## config.mk

```make
export PLATFORM = sky130hd
export DESIGN_NAME = ex_stage_controller_flat
export DESIGN_NICKNAME = d
export VERILOG_FILES = /design/src/rtl/ex_stage_controller_if.sv /design/src/rtl/ex_stage_controller.sv /design/src/flat_wrapper.sv
export SDC_FILE = /design/constraint.sdc
export NUM_CORES = 1
export LEC_CHECK = 0
export ABC_AREA = 1
export CAP_MARGIN = 30
export CORE_MARGIN = 2
export CORE_UTILIZATION = 49
export DETAILED_ROUTE_END_ITERATION = 6
export PLACE_DENSITY = 0.8
export SLEW_MARGIN = 20
export SYNTH_ARGS = -nofsm -noshare
export SYNTH_HDL_FRONTEND = slang
export SYNTH_SLANG_ARGS = --single-unit
```

## constraint.sdc

```tcl
create_clock -name clk -period 1.76 [get_ports clk]
set_input_delay 0.176 -clock clk [delete_from_list [all_inputs] [get_ports clk]]
set_output_delay 0.176 -clock clk [all_outputs]
set_load 0.05 [all_outputs]
```

## src/rtl/ex_stage_controller_if.sv

```systemverilog
// Bundles the decode-side inputs, ALU flags and execute-stage control outputs of the EX stage controller.
interface ex_stage_controller_if #(
    parameter int CNT_W = 16
);
    logic             id_valid;
    logic [3:0]       id_opcode;
    logic [3:0]       id_rs1;
    logic [3:0]       id_rs2;
    logic [3:0]       id_rd;
    logic             zero;
    logic             pos;
    logic             ex_valid;
    logic             aluop;
    logic             aluin1;
    logic [1:0]       aluin2;
    logic [3:0]       ex_rd;
    logic             stall;
    logic             flush;
    logic             pc_sel;
    logic             illegal;
    logic [CNT_W-1:0] stall_cnt;
    logic [CNT_W-1:0] flush_cnt;

    modport master (
        output id_valid, id_opcode, id_rs1, id_rs2, id_rd, zero, pos,
        input  ex_valid, aluop, aluin1, aluin2, ex_rd, stall, flush, pc_sel,
               illegal, stall_cnt, flush_cnt
    );

    modport slave (
        input  id_valid, id_opcode, id_rs1, id_rs2, id_rd, zero, pos,
        output ex_valid, aluop, aluin1, aluin2, ex_rd, stall, flush, pc_sel,
               illegal, stall_cnt, flush_cnt
    );
endinterface

```

## src/rtl/ex_stage_controller.sv

```systemverilog
// Execute-stage controller: registers decoded ALU controls, stalls on load-use hazards,
// and redirects fetch while squashing wrong-path instructions on taken branches/jumps.
module ex_stage_controller #(
    parameter int FLUSH_CYCLES = 2,
    parameter int CNT_W        = 16
) (
    input logic clk,
    input logic rst,
    ex_stage_controller_if.slave bus
);
    localparam int FC_W = (FLUSH_CYCLES > 1) ? $clog2(FLUSH_CYCLES) : 1;

    localparam logic [3:0] OP_SUB  = 4'd1;
    localparam logic [3:0] OP_ADDI = 4'd2;
    localparam logic [3:0] OP_LW   = 4'd3;
    localparam logic [3:0] OP_SW   = 4'd4;
    localparam logic [3:0] OP_BEQ  = 4'd5;
    localparam logic [3:0] OP_BGT  = 4'd6;
    localparam logic [3:0] OP_JAL  = 4'd7;

    typedef enum logic [1:0] {RUN, STALL, FLUSH} state_t;

    state_t           state, next_state;
    logic [FC_W-1:0]  fcount, next_fcount;

    logic             ex_valid_q;
    logic             aluop_q;
    logic             aluin1_q;
    logic [1:0]       aluin2_q;
    logic [3:0]       ex_rd_q;
    logic [3:0]       ex_opcode_q;
    logic             ex_is_load_q;
    logic             illegal_q;
    logic [CNT_W-1:0] stall_cnt_q;
    logic [CNT_W-1:0] flush_cnt_q;

    logic             dec_valid, dec_aluop, dec_aluin1, dec_load, dec_illegal;
    logic [1:0]       dec_aluin2;
    logic [3:0]       dec_rd;
    logic             hazard, taken, accept;
    logic             stall_c, flush_c, pc_sel_c;

    always_comb begin
        dec_valid   = 1'b0;
        dec_aluop   = 1'b0;
        dec_aluin1  = 1'b0;
        dec_aluin2  = 2'd0;
        dec_rd      = 4'd0;
        dec_load    = 1'b0;
        dec_illegal = 1'b0;
        if (bus.id_valid) begin
            if (bus.id_opcode[3]) begin
                dec_illegal = 1'b1;
            end else begin
                dec_valid  = 1'b1;
                dec_aluin1 = 1'b1;
                dec_rd     = bus.id_rd;
                case (bus.id_opcode)
                    OP_SUB:  dec_aluop = 1'b1;
                    OP_ADDI: dec_aluin2 = 2'd2;
                    OP_LW: begin
                        dec_aluin2 = 2'd2;
                        dec_load   = 1'b1;
                    end
                    OP_SW: begin
                        dec_aluin2 = 2'd2;
                        dec_rd     = 4'd0;
                    end
                    OP_BEQ, OP_BGT: begin
                        dec_aluop = 1'b1;
                        dec_rd    = 4'd0;
                    end
                    OP_JAL: begin
                        dec_aluin1 = 1'b0;
                        dec_aluin2 = 2'd1;
                    end
                    default: ;
                endcase
            end
        end
    end

    // Bubbles carry opcode 0 and ex_rd 0, so neither term can fire on an empty EX slot.
    assign hazard = ex_valid_q && ex_is_load_q && (ex_rd_q != 4'd0) && bus.id_valid &&
                    ((bus.id_rs1 == ex_rd_q) || (bus.id_rs2 == ex_rd_q));
    assign taken  = ex_valid_q && ((ex_opcode_q == OP_JAL) ||
                    ((ex_opcode_q == OP_BEQ) && bus.zero) ||
                    ((ex_opcode_q == OP_BGT) && bus.pos));

    always_comb begin
        next_state  = state;
        next_fcount = fcount;
        stall_c     = 1'b0;
        flush_c     = 1'b0;
        pc_sel_c    = 1'b0;
        accept      = 1'b0;
        case (state)
            RUN: begin
                if (taken) begin
                    flush_c  = 1'b1;
                    pc_sel_c = 1'b1;
                    if (FLUSH_CYCLES > 1) begin
                        next_state  = FLUSH;
                        next_fcount = FC_W'(FLUSH_CYCLES - 1);
                    end
                end else if (hazard) begin
                    stall_c    = 1'b1;
                    next_state = STALL;
                end else begin
                    accept = 1'b1;
                end
            end
            STALL: begin
                accept     = 1'b1;
                next_state = RUN;
            end
            FLUSH: begin
                flush_c = 1'b1;
                if (fcount <= FC_W'(1)) begin
                    next_state  = RUN;
                    next_fcount = '0;
                end else begin
                    next_fcount = fcount - FC_W'(1);
                end
            end
            default: next_state = RUN;
        endcase
    end

    always_ff @(posedge clk) begin
        if (rst) begin
            state        <= RUN;
            fcount       <= '0;
            ex_valid_q   <= 1'b0;
            aluop_q      <= 1'b0;
            aluin1_q     <= 1'b0;
            aluin2_q     <= 2'd0;
            ex_rd_q      <= 4'd0;
            ex_opcode_q  <= 4'd0;
            ex_is_load_q <= 1'b0;
            illegal_q    <= 1'b0;
            stall_cnt_q  <= '0;
            flush_cnt_q  <= '0;
        end else begin
            state  <= next_state;
            fcount <= next_fcount;
            if (accept && dec_valid) begin
                ex_valid_q   <= 1'b1;
                aluop_q      <= dec_aluop;
                aluin1_q     <= dec_aluin1;
                aluin2_q     <= dec_aluin2;
                ex_rd_q      <= dec_rd;
                ex_opcode_q  <= bus.id_opcode;
                ex_is_load_q <= dec_load;
            end else begin
                ex_valid_q   <= 1'b0;
                aluop_q      <= 1'b0;
                aluin1_q     <= 1'b0;
                aluin2_q     <= 2'd0;
                ex_rd_q      <= 4'd0;
                ex_opcode_q  <= 4'd0;
                ex_is_load_q <= 1'b0;
            end
            if (accept && dec_illegal) begin
                illegal_q <= 1'b1;
            end
            if (stall_c && (stall_cnt_q != '1)) begin
                stall_cnt_q <= stall_cnt_q + CNT_W'(1);
            end
            if (taken && (state == RUN) && (flush_cnt_q != '1)) begin
                flush_cnt_q <= flush_cnt_q + CNT_W'(1);
            end
        end
    end

    assign bus.ex_valid  = ex_valid_q;
    assign bus.aluop     = aluop_q;
    assign bus.aluin1    = aluin1_q;
    assign bus.aluin2    = aluin2_q;
    assign bus.ex_rd     = ex_rd_q;
    assign bus.stall     = stall_c;
    assign bus.flush     = flush_c;
    assign bus.pc_sel    = pc_sel_c;
    assign bus.illegal   = illegal_q;
    assign bus.stall_cnt = stall_cnt_q;
    assign bus.flush_cnt = flush_cnt_q;
endmodule

```

## src/flat_wrapper.sv

```systemverilog
// flat-port wrapper written by rule: the top's interface ports become plain ports
module ex_stage_controller_flat 
#(
    parameter int FLUSH_CYCLES = 2,
    parameter int CNT_W        = 16
)
  (clk, rst, bus_id_valid, bus_id_opcode, bus_id_rs1, bus_id_rs2, bus_id_rd, bus_zero, bus_pos, bus_ex_valid, bus_aluop, bus_aluin1, bus_aluin2, bus_ex_rd, bus_stall, bus_flush, bus_pc_sel, bus_illegal, bus_stall_cnt, bus_flush_cnt);
  ex_stage_controller_if #(.CNT_W(CNT_W)) bus_i ();
  input logic clk;
  input logic rst;
  input wire logic [$bits(bus_i.id_valid)-1:0] bus_id_valid;
  input wire logic [$bits(bus_i.id_opcode)-1:0] bus_id_opcode;
  input wire logic [$bits(bus_i.id_rs1)-1:0] bus_id_rs1;
  input wire logic [$bits(bus_i.id_rs2)-1:0] bus_id_rs2;
  input wire logic [$bits(bus_i.id_rd)-1:0] bus_id_rd;
  input wire logic [$bits(bus_i.zero)-1:0] bus_zero;
  input wire logic [$bits(bus_i.pos)-1:0] bus_pos;
  output wire logic [$bits(bus_i.ex_valid)-1:0] bus_ex_valid;
  output wire logic [$bits(bus_i.aluop)-1:0] bus_aluop;
  output wire logic [$bits(bus_i.aluin1)-1:0] bus_aluin1;
  output wire logic [$bits(bus_i.aluin2)-1:0] bus_aluin2;
  output wire logic [$bits(bus_i.ex_rd)-1:0] bus_ex_rd;
  output wire logic [$bits(bus_i.stall)-1:0] bus_stall;
  output wire logic [$bits(bus_i.flush)-1:0] bus_flush;
  output wire logic [$bits(bus_i.pc_sel)-1:0] bus_pc_sel;
  output wire logic [$bits(bus_i.illegal)-1:0] bus_illegal;
  output wire logic [$bits(bus_i.stall_cnt)-1:0] bus_stall_cnt;
  output wire logic [$bits(bus_i.flush_cnt)-1:0] bus_flush_cnt;
  assign bus_i.id_valid = bus_id_valid;
  assign bus_i.id_opcode = bus_id_opcode;
  assign bus_i.id_rs1 = bus_id_rs1;
  assign bus_i.id_rs2 = bus_id_rs2;
  assign bus_i.id_rd = bus_id_rd;
  assign bus_i.zero = bus_zero;
  assign bus_i.pos = bus_pos;
  assign bus_ex_valid = bus_i.ex_valid;
  assign bus_aluop = bus_i.aluop;
  assign bus_aluin1 = bus_i.aluin1;
  assign bus_aluin2 = bus_i.aluin2;
  assign bus_ex_rd = bus_i.ex_rd;
  assign bus_stall = bus_i.stall;
  assign bus_flush = bus_i.flush;
  assign bus_pc_sel = bus_i.pc_sel;
  assign bus_illegal = bus_i.illegal;
  assign bus_stall_cnt = bus_i.stall_cnt;
  assign bus_flush_cnt = bus_i.flush_cnt;
  ex_stage_controller #(.FLUSH_CYCLES(FLUSH_CYCLES), .CNT_W(CNT_W)) u_core (.clk(clk), .rst(rst), .bus(bus_i));
endmodule
```

# Word level (Yosys, flattened, before mapping)
# Index checks and enable logic that the tools add are counted.
# W data, S select, Z words.
dict set report op_classes {
  reduce_logical 25
  n_addsub 3
  n_bitwise 2
  shift 0
  multipliers 0
  magnitude_cmp 1
  muxes 25
  eq_ne 19
  div 0
}
# op count
set ops {}
lappend ops {{$add A16 B1 Y16 const B} 2}
lappend ops {{$ne A16 B16 Y1 const B} 2}
lappend ops {{$eq A4 B3 Y1 const B} 7}
lappend ops {{$mux W1} 17}
lappend ops {{$logic_and A1 B1 Y1} 12}
lappend ops {{$eq A4 B2 Y1 const B} 2}
lappend ops {{$eq A4 B4 Y1} 2}
lappend ops {{$pmux W2 S2} 2}
lappend ops {{$reduce_or A7 Y1} 1}
lappend ops {{$mux W2} 3}
lappend ops {{$pmux W1 S2} 3}
lappend ops {{$reduce_or A3 Y1} 2}
lappend ops {{$eq A4 B1 Y1 const B} 1}
lappend ops {{$ne A2 B1 Y1 const B} 2}
lappend ops {{$reduce_and A2 Y1} 2}
lappend ops {{$reduce_bool A4 Y1} 1}
lappend ops {{$reduce_or A4 Y1} 1}
lappend ops {{$logic_or A1 B1 Y1} 3}
lappend ops {{$ne A3 B1 Y1 const B} 1}
lappend ops {{$eq A2 B1 Y1 const B} 1}
lappend ops {{$eq A2 B2 Y1 const B} 1}
lappend ops {{$logic_not A2 Y1} 1}
lappend ops {{$not A1 Y1} 2}
lappend ops {{$reduce_bool A2 Y1} 1}
lappend ops {{3 further kinds} 3}
dict set report totals {
  reg_bits 50
  romBits 0
  latch_bits 0
  output_inout_bits 45
  input_bits 21
  mem_bits_rw 0
  word_cells 87
  mem_count 0
}

# Depth between registers and ports, before layout
# Gate-level depths: netlist of the first run.
dict set report depth {
  ltp_word 10
  ltp_mapped 11
  depth_no_buf 11
}

# Worst setup path after synthesis of the first run
# OpenSTA, ideal clock, no wires.
dict set report synth_timing {
  path_type {register to register}
  startpoint {reg u_core.flush_cnt_q[0] (netlist: u_core.bus.flush_cnt[0])}
  endpoint {reg u_core.flush_cnt_q[7] (netlist: u_core.bus.flush_cnt[7])}
  slack_ns -0.275
  required_ns 1.643
  stages_incl_launch_ff 10
  arrival_ns 1.918
  synth_period_minus_slack_ns 2.035
  n_path_buf 1
  setup_ns 0.117
  cell_sequence {dfxtp_1 -> ha_1 -> nand2_1 -> nor3_4 -> nand2_2 -> nor2_2 -> a21oi_2 -> buf_2 -> a21oi_1 -> nor2_1}
}
dict set report synth_between {
  elab_chain_len 2
  elab_cells_between_ends 3
  classes_between {1 x add/sub; 1 x eq/ne; 1 x reduce/logical}
}
# element line
set synth_rtl {}
lappend synth_rtl {{start: declaration} ex_stage_controller.sv:35} ;# logic [CNT_W-1:0] flush_cnt_q;
lappend synth_rtl {{start signal: assignment} ex_stage_controller.sv:171} ;# flush_cnt_q <= flush_cnt_q + CNT_W'(1);
lappend synth_rtl {{parallel branches: the longest is 2 deep, another holds $add A16 B1 Y16} --}
# Parallel ways; which one is timed is not known.
# A chain may end at the register's enable or synchronous reset.

# Worst setup path after layout of the first run
dict set report layout_timing {
  startpoint {reg u_core.flush_cnt_q[9] (netlist: u_core.bus.flush_cnt[9])}
  endpoint {out bus_flush_cnt[9]}
}
# element line
set layout_rtl {}
lappend layout_rtl {{end: declaration} flat_wrapper.sv:28} ;# output wire logic [$bits(bus_i.flush_cnt)-1:0] bus_flush_cnt;
# No word-level cell between the ends.

==> results.toml, run 1 <==
[worst_setup_path]
crit_end = "bus_flush_cnt[9]"
critPathArrivalTime_ps = 1540
worstPathCellList = "clkdlybuf4s50_1"
cp-end-kind = "primary output"
slowest_delay_ps = 840
worstRegToRegCells = 9
rrSetupSlack_ps = 150
start_kind = "flip-flop"
cp_num_buf_inv = 1
worst-path-stages = 1
crit_required_ps = 1580
critPathMaxFanout = 5
crit_start = "u_core.bus.flush_cnt[9]$_SDFFE_PP0P_"
r2r-start = "u_core.bus.flush_cnt[0]$_SDFFE_PP0P_"
crit_family = "buffers and inverters"
crit_type = "reg2out"
cp_slowest_cell = "clkdlybuf4s50_1"
timing.rr.end = "u_core.bus.flush_cnt[0]$_SDFFE_PP0P_"

[detailed_routing]
remaining_drc_errors = 0
vias_per_cell = 4.98
routed_wl_um = 6400
postRouteAntennaNets = 0
drtPass1Iterations = 4
drt_iter0_markers = 127
wl_per_cell_um = 11.9
dr_total_vias = 2670

[pwr]
powerDensity_mw_per_mm2 = 590
leakagePower_uw = 0.00155
ir_drop_v = 0.000431

[timing]
relSlewSlack_pct = 66.0
finalCriticalPeriod_ps = 1720
clock_skew_ps = 4.64
setup_tns_ps = 0
worst_hold_slack_ps = 384
worstMarginPinSlew_ps = 510
setup_slack_ps = 41.1
fin_crit_sh_pct = 97.7
hold_viol = 0
rsz0062_at_grt = "true"
setup_viol = 0
drv_slew = 0
fmax_mhz = 582

[global_routing]
first_global_vias = 2610
overflow = 0
grtUsageTotal_pct = 21.8
grt_max_degree = 21
antenna_found_initial = 0
grt_pass1_wl_um = 10800

[yosys]
syn_avg_cell_area_um2 = 6.80
synth_seq_cells = 49
synth_nets = 410
netlist_instances = 387
synth_area_mm2 = 0.00263
ys_types = 31
yosysWarnings = 0
ys_seq_area_share_pct = 37.3

[floorplanning]
die-width_um = 77.3
fp.dieH_um = 77.3
floorplan.initialDensity_pct = 51.2
dieArea_mm2 = 0.00597
rows = 26
core_area_mm2 = 0.00514
ios = 66

[place]
dpl.hpwl_um = 4800
place_congestion = 0.823
portBuffers = 65
pre_cts_ws_ps = -82.6

[layout]
drive_gt1_share_pct = 20.4
fillCellCount = 467
area_growth_pct = 39.6
final_nets = 488
antenna_cells = 0

[clock_network]
clk_pin_slew_ps = 90
clk_latency_ps = 300
cts_inserted_buffers = 5
cts-root-buf = "clkbuf_8"
cts_buffer_depth = 2
cts.sinks = 49
hold_buffers = 0
cts_tree = "yes"
h-tree-depth = 2

[hold_path]
hold_path.class = "in2reg"

[job]
drv_cap = 0

[outcome]
outcome = "complete, no violations"
-- synth_stat cells, drive strengths merged --
cell type | n | share of area (%)
nor2 | 65 | 9.7
dfxtp | 49 | 37
nand4 | 4 | 1.2
a21oi | 33 | 7.8
nand2 | 124 | 19
nor3b | 1 | 0.48
nor3 | 4 | 1.4
a21o | 1 | 0.29
clkbuf | 3 | 0.43
nand3b | 1 | 0.29
o21ai | 3 | 0.57
nand3 | 24 | 4.8
inv | 45 | 6.4
xor2 | 10 | 3.3
ha | 2 | 0.95
buf | 4 | 1.2
conb | 1 | 0.14
a31oi | 1 | 0.48
a21boi | 1 | 0.43
xnor2 | 11 | 3.7
-- layer usage --
layer  vias up  global-route usage (%)  part of all wire [%]
li1       1354                       -                     -
met1      1234                    23.2                    42
met2        76                    43.4                    52
met3         6                    3.18                   4.7
met4         0                    6.96                  0.98
met5         -                       0                     0
-- sequential cells by signal (all words and copies together), names as in the netlist --
name	count
u_core.bus.aluop	1
u_core.bus.ex_valid	1
u_core.bus.ex_rd	4
u_core.bus.flush_cnt	16
u_core.bus.aluin1	1
u_core.bus.aluin2	2
u_core.ex_opcode_q	4
u_core.ex_is_load_q	1
u_core.bus.stall_cnt	16
u_core.bus.illegal	1
u_core.state	2
-- what timing repair did --
item	in CTS	in global routing
resized for setup	1	17
buffers inserted	0	0
setup endpoints to repair	1	27
-- where the power goes --
group / internal [uW] / switching (uW)
registers: 1110 / 6.34
clock network: 507 / 375
logic: 73.9 / 91.1
total: 1700 / 472
-- through the flow --
stage / util (%) / power [uW] / area, um2 / instances
finish: 71.5 / 2170 / 3670 / 536
floorplan: - / 1230 / 2660 / 387
global placement: 68.0 / 1310 / 3500 / 528
global route: 71.5 / 2250 / 3670 / 536
CTS: 70.5 / 2190 / 3620 / 536
detailed placement: 68.0 / 1310 / 3500 / 528
-- final cells by class --
cell class                      count  area (um2)  area share (%)
Clock buffer                        6        93.8            2.55
Timing Repair Buffer               78         805            21.9
Clock inverter                      2        35.0           0.954
Multi-Input combinational cell    286        1470            40.1
Inverter                           45         173            4.70
Tap cell                           70        87.6            2.38
Sequential cell                    49        1010            27.4
-- worst min-delay path by stage --
stage                                          from                         endpoint  slack [ps]  depth (start not counted)
floorplan                              bus_id_rd[0]   u_core.bus.ex_rd[0]$_SDFF_PP0_         280                          2
global placement    u_core.bus.illegal$_SDFFE_PP0P_  u_core.bus.illegal$_SDFFE_PP0P_         450                          2
detailed placement  u_core.bus.illegal$_SDFFE_PP0P_  u_core.bus.illegal$_SDFFE_PP0P_         460                          2
CTS                                    bus_id_rd[3]   u_core.bus.ex_rd[3]$_SDFF_PP0_         380                          3
global route                           bus_id_rd[2]   u_core.bus.ex_rd[2]$_SDFF_PP0_         390                          3
finish                                 bus_id_rd[3]   u_core.bus.ex_rd[3]$_SDFF_PP0_         380                          3
-- logic make-up (layout without fill, tap and decap cells) --
group,count (synthesis),after routing,synth area share (%)
adder cells (fa/ha/maj),2,2,0.951
AND/OR/NAND/NOR,223,223,36.9
XOR/XNOR,21,21,6.99
flip-flops,49,49,37.3
AO/OA/AOI/OAI,39,39,9.61
buffers and inverters,52,131,8.08
other,1,1,0.143
-- cell usage in the layout (no fill, tap or decap), types with 2 or more instances in the layout --
cell type	netlist	routed
o21ai_0	3	3
dfxtp_1	49	32
dfxtp_4	0	2
nand3_1	23	23
xor2_1	10	10
inv_2	2	3
nand2_2	12	13
nand4_1	3	3
a21oi_2	11	13
a21oi_1	22	20
nor2_1	62	60
inv_1	43	41
dlymetal6s2s_1	0	6
buf_4	0	20
nor2_2	2	2
nor3_1	2	2
clkdlybuf4s50_1	0	45
clkbuf_8	0	5
dfxtp_2	0	15
buf_12	0	6
nor2_4	1	3
xnor2_1	11	11
nand2_1	111	110
No activity file was read; power rests on OpenSTA's default activity.
==> inputs of run 2 (changes only) <==
--- a/config.mk
+++ b/config.mk
@@ -10,6 +10,7 @@
 export CORE_MARGIN = 2
 export CORE_UTILIZATION = 49
 export DETAILED_ROUTE_END_ITERATION = 6
+export GPL_TIMING_DRIVEN = 0
 export PLACE_DENSITY = 0.8
 export SLEW_MARGIN = 20
 export SYNTH_ARGS = -nofsm -noshare
==> run 2 against run 1 <==
Compared with the run above: global-route usage is 0.52 points lower; clock power shrank 6.2%; sequential power barely moved; die area is the same; routed wire length fell by 2.7%; register-to-register slack worse by 60 ps; sequential cell count stayed put; hold slack better by 10 ps; critical path depth unchanged; via count shrank 0.60%; combinational power hardly changed; non-clock buffer count is 4 lower.
==> results.toml, run 2 (synthesized netlist as in run 1, its figures left out) <==
[outcome]
outcome = "complete, no violations"

[worst_setup_path]
worstRegToRegCells = 8
timing.rr.end = "u_core.bus.stall_cnt[11]$_SDFFE_PP0P_"
critPathMaxFanout = 5
cp-end-kind = "primary output"
crit_required_ps = 1580
slowest_delay_ps = 840
r2r-start = "u_core.bus.stall_cnt[0]$_SDFFE_PP0P_"
crit_family = "buffers and inverters"
crit_type = "reg2out"
start_kind = "flip-flop"
rrSetupSlack_ps = 90
critPathArrivalTime_ps = 1550
worstPathCellList = "clkdlybuf4s50_1"
worst-path-stages = 1
cp_num_buf_inv = 1
cp_slowest_cell = "clkdlybuf4s50_1"

[place]
place_congestion = 0.886
portBuffers = 65
dpl.hpwl_um = 4640

[clock_network]
hold_buffers = 0
clk_pin_slew_ps = 80
cts-root-buf = "clkbuf_8"
clk_latency_ps = 300
h-tree-depth = 2
cts_inserted_buffers = 5
cts_tree = "yes"
cts.sinks = 49
cts_buffer_depth = 2

[detailed_routing]
drtPass1Iterations = 4
routed_wl_um = 6230
wl_per_cell_um = 11.7
dr_total_vias = 2654
postRouteAntennaNets = 0
drt_iter0_markers = 138
vias_per_cell = 4.98
remaining_drc_errors = 0

[job]
drv_cap = 0

[floorplanning]
ios = 66
rows = 26
die-width_um = 77.3
floorplan.initialDensity_pct = 51.2
core_area_mm2 = 0.00514
dieArea_mm2 = 0.00597
fp.dieH_um = 77.3

[layout]
final_common_cell = "nand2_1"
drive_gt1_share_pct = 16.2
layout_common_cells = "109 x nand2_1, 62 x nor2_1, 45 x clkdlybuf4s50_1"
final_util_pct = 69.9
antenna_cells = 0
fillCellCount = 451
area_growth_pct = 36.5
final_nets = 485

[timing]
finalCriticalPeriod_ps = 1730
relSlewSlack_pct = 53.5
fmax_mhz = 578
rsz0062_at_grt = "true"
hold_viol = 0
setup_viol = 0
worstMarginPinSlew_ps = 697
drv_slew = 0
fin_crit_sh_pct = 98.3
clock_skew_ps = 10.1
setup_tns_ps = 0

[global_routing]
grtUsageTotal_pct = 21.3
first_global_vias = 2505
grt_max_degree = 15
grt_pass1_wl_um = 10500
antenna_found_initial = 0
overflow = 0

[pwr]
leakagePower_uw = 0.00161
ir_drop_v = 0.000357
finalPower_uw = 2110
powerDensity_mw_per_mm2 = 588

[hold_path]
whs_path_depth = 3
hold_end = "u_core.bus.ex_rd[3]$_SDFF_PP0_"
hp-start = "bus_id_rd[3]"
hold_path.class = "in2reg"
==> run 2: stage by stage <==
stage / area (um2) / hold slack (ps) / std cells / setup WS (ps)
4_1_cts: 3510 / 394 / 531 / 3.78
6_report: 3590 / 395 / 533 / 29.9
5_1_grt: 3590 / 424 / 533 / -47.2
2_1_floorplan: 2660 / 281 / 387 / 5.86
3_3_place_gp: 3400 / 458 / 522 / -485
3_5_place_dp: 3400 / 469 / 522 / -528
==> run 2: timing repair <==
| action | in CTS | in global routing |
|---|---|---|
| endpoints found under the setup margin | 18 | 39 |
| cloned | 0 | 1 |
| pin swaps | 1 | 2 |
| buffers inserted | 1 | 1 |
| gates resized for setup | 20 | 24 |
==> run 2: worst max-delay path by stage <==
stage / start / to / slack [ps]
floorplan: u_core.bus.flush_cnt[6]$_SDFFE_PP0P_ / u_core.bus.flush_cnt[9]$_SDFFE_PP0P_ / 6
global placement: bus_zero / bus_pc_sel / -480
detailed placement: bus_id_rs2[1] / bus_stall / -530
CTS: u_core.bus.flush_cnt[11]$_SDFFE_PP0P_ / bus_flush_cnt[11] / 4
global route: u_core.bus.stall_cnt[0]$_SDFFE_PP0P_ / u_core.bus.stall_cnt[11]$_SDFFE_PP0P_ / -50
finish: u_core.bus.stall_cnt[11]$_SDFFE_PP0P_ / bus_stall_cnt[11] / 30
==> run 2: cell type report <==
type | count | area [um2] | share of cell area (%)
multi-input combinational | 287 | 1470 | 41.0
sequential | 49 | 1010 | 28.0
timing repair buffer | 67 | 689 | 19.2
inverter | 45 | 173 | 4.81
tap | 70 | 87.6 | 2.44
clock buffer | 7 | 86.3 | 2.40
buffer | 7 | 48.8 | 1.36
clock inverter | 1 | 30.0 | 0.836
==> run 2: power by group <==
| part | internal (uW) | leakage (uW) | switching [uW] | total [uW] |
|---|---|---|---|---|
| clock network | 464 | 0.0000585 | 364 | 828 |
| logic | 72.2 | 0.00115 | 91.1 | 163 |
| registers | 1110 | 0.000405 | 6.11 | 1120 |
==> run 2: per-layer routing <==
metal / global-route usage [%] / part of all wire [%]
met5: 0 / 0
met1: 25.6 / 45
met2: 37.6 / 48
met4: 8.04 / 2.2
met3: 4.00 / 4.3
==> inputs of run 3 (changes only) <==
--- a/config.mk
+++ b/config.mk
@@ -7,11 +7,13 @@
 export LEC_CHECK = 0
 export ABC_AREA = 1
 export CAP_MARGIN = 30
+export CELL_PAD_IN_SITES_DETAIL_PLACEMENT = 1
+export CELL_PAD_IN_SITES_GLOBAL_PLACEMENT = 2
 export CORE_MARGIN = 2
-export CORE_UTILIZATION = 49
+export CORE_UTILIZATION = 26
 export DETAILED_ROUTE_END_ITERATION = 6
 export GPL_TIMING_DRIVEN = 0
-export PLACE_DENSITY = 0.8
+export PLACE_DENSITY_LB_ADDON = 0.1
 export SLEW_MARGIN = 20
 export SYNTH_ARGS = -nofsm -noshare
 export SYNTH_HDL_FRONTEND = slang
==> run 3 against run 2 <==
Compared with the run above: fmax up 1.5%; sequential cell count is the same; critical path depth unchanged; sequential share of layout area decreased by 0.78 points; routed wire length rose by 22%; clock-buffer cell count is 1 lower; sequential power barely moved; setup slack improved by 26 ps.
==> results.toml, run 3 (synthesized netlist as in run 1, its figures left out) <==
[outcome]
outcome = "complete, no violations"

[place]
place_congestion = 0.759
dpl.hpwl_um = 5790
portBuffers = 65

[hold_path]
hold_path.class = "in2reg"
whs_path_depth = 3

[worst_setup_path]
worstPathCellList = "clkdlybuf4s50_1"
crit_type = "reg2out"
cp_slowest_cell = "clkdlybuf4s50_1"
cp-end-kind = "primary output"
critPathArrivalTime_ps = 1530
slowest_delay_ps = 830
worst-path-stages = 1
critPathMaxFanout = 6
start_kind = "flip-flop"
crit_required_ps = 1580
cp_num_buf_inv = 1
worstRegToRegCells = 9
crit_family = "buffers and inverters"
rrSetupSlack_ps = 140

[job]
drv_cap = 0

[clock_network]
cts_buffer_depth = 2
h-tree-depth = 2
hold_buffers = 0
cts.sinks = 49
cts_inserted_buffers = 5
clk_latency_ps = 300
cts_tree = "yes"
cts-root-buf = "clkbuf_8"
clk_pin_slew_ps = 90

[detailed_routing]
drt_iter0_markers = 46
remaining_drc_errors = 0
drtPass1Iterations = 4
routed_wl_um = 7630
wl_per_cell_um = 12.7
postRouteAntennaNets = 0
dr_total_vias = 2648
vias_per_cell = 4.42

[timing]
fin_crit_sh_pct = 96.8
relSlewSlack_pct = 60.4
clock_skew_ps = 5.71
drv_slew = 0
setup_viol = 0
setup_tns_ps = 0
worstMarginPinSlew_ps = 594
worst_hold_slack_ps = 378
finalCriticalPeriod_ps = 1700
hold_viol = 0
rsz0062_at_grt = "true"
fmax_mhz = 587

[layout]
drive_gt1_share_pct = 17.6
fillCellCount = 1306
area_growth_pct = 40.9
layout_common_cells = "110 x nand2_1, 60 x nor2_1, 42 x inv_1, 42 x clkdlybuf4s50_1, 32 x dfxtp_1"
final_nets = 488
antenna_cells = 0
final_common_cell = "nand2_1"

[pwr]
power.switching_uw = 498
internal_power_uw = 1650
ir_drop_v = 0.000429
leakagePower_uw = 0.00159
power_frac_comb_pct = 7.9
pwr-share-seq_pct = 52.1
power_frac_clock_pct = 40.0
finalPower_uw = 2150
p_sw_share_pct = 23.2
powerDensity_mw_per_mm2 = 579

[global_routing]
overflow = 0
grt_max_degree = 16
first_global_vias = 2707
grtUsageTotal_pct = 14.2
grt_pass1_wl_um = 12900
antenna_found_initial = 0

[floorplanning]
fp.dieH_um = 105
ios = 66
die-width_um = 105
core_area_mm2 = 0.00982
rows = 36
dieArea_mm2 = 0.0109
floorplan.initialDensity_pct = 26.8
run 3: cell count changes in the layout (fill, tap and decap cells not counted), sizes merged:
cell / change
buf: +5
clkbuf: -2
clkdlybuf4s15: -1
clkdlybuf4s50: -3
clkinvlp: +1
dlygate4sd2: +8
dlymetal6s2s: -5
run 3: metal layers:
metal / track usage (%) / vias to the layer above / wire length [um]
li1: - / 1357 / -
met1: 18.1 / 1241 / 3500
met2: 24.5 / 41 / 3770
met3: 2.81 / 9 / 231
met4: 3.90 / 0 / 128
met5: 0 / - / 0
run 3: layout make-up:
class / instances / area (um2) / share of cell area [%]
clock inverter: 2 / 37.5 / 1.01
clock buffer: 6 / 82.6 / 2.23
sequential: 49 / 1010 / 27.2
inverter: 45 / 173 / 4.66
timing repair buffer: 70 / 683 / 18.4
buffer: 7 / 53.8 / 1.45
tap: 133 / 166 / 4.49
multi-input combinational: 287 / 1500 / 40.5
run 3: worst min-delay path: stages:
cell and delay [ps]:
clkdlybuf4s50_1 390, inv_1 50, nor2_1 30
run 3: per-stage QoR:
stage	worst slack, ps	cell area, um2	utilization [%]	std cells
5_1_grt	-62.0	3710	37.8	599
6_report	56.1	3710	37.8	599
2_1_floorplan	5.86	2660	-	387
3_5_place_dp	-560	3480	35.4	585
4_1_cts	0.667	3620	36.8	595
3_3_place_gp	-545	3480	35.4	585
run 3: worst paths after layout:
kind                                        startpoint                                    to
setup / recovery  u_core.bus.stall_cnt[2]$_SDFFE_PP0P_                      bus_stall_cnt[2]
hold / removal                            bus_id_rd[3]        u_core.bus.ex_rd[3]$_SDFF_PP0_
setup reg to reg  u_core.bus.flush_cnt[0]$_SDFFE_PP0P_  u_core.bus.flush_cnt[0]$_SDFFE_PP0P_
hold reg to reg        u_core.bus.illegal$_SDFFE_PP0P_       u_core.bus.illegal$_SDFFE_PP0P_
run 3: repair_timing:
action                                  4_1_cts  5_1_grt
pin swaps                                     3        4
setup buffers                                 2        3
endpoints found under the setup margin       41       42
gates resized for setup                      35       23
gates cloned                                  0        1
run 3: power by group through the flow:
stage | Clock (uW) | Combinational (uW) | Sequential, uW
after global routing | 958 | 188 | 1120
after detailed placement | 0 | 170 | 1150
after floorplan | 0 | 61.0 | 1170
after global placement | 0 | 167 | 1150
final | 859 | 170 | 1120
after CTS | 906 | 171 | 1120
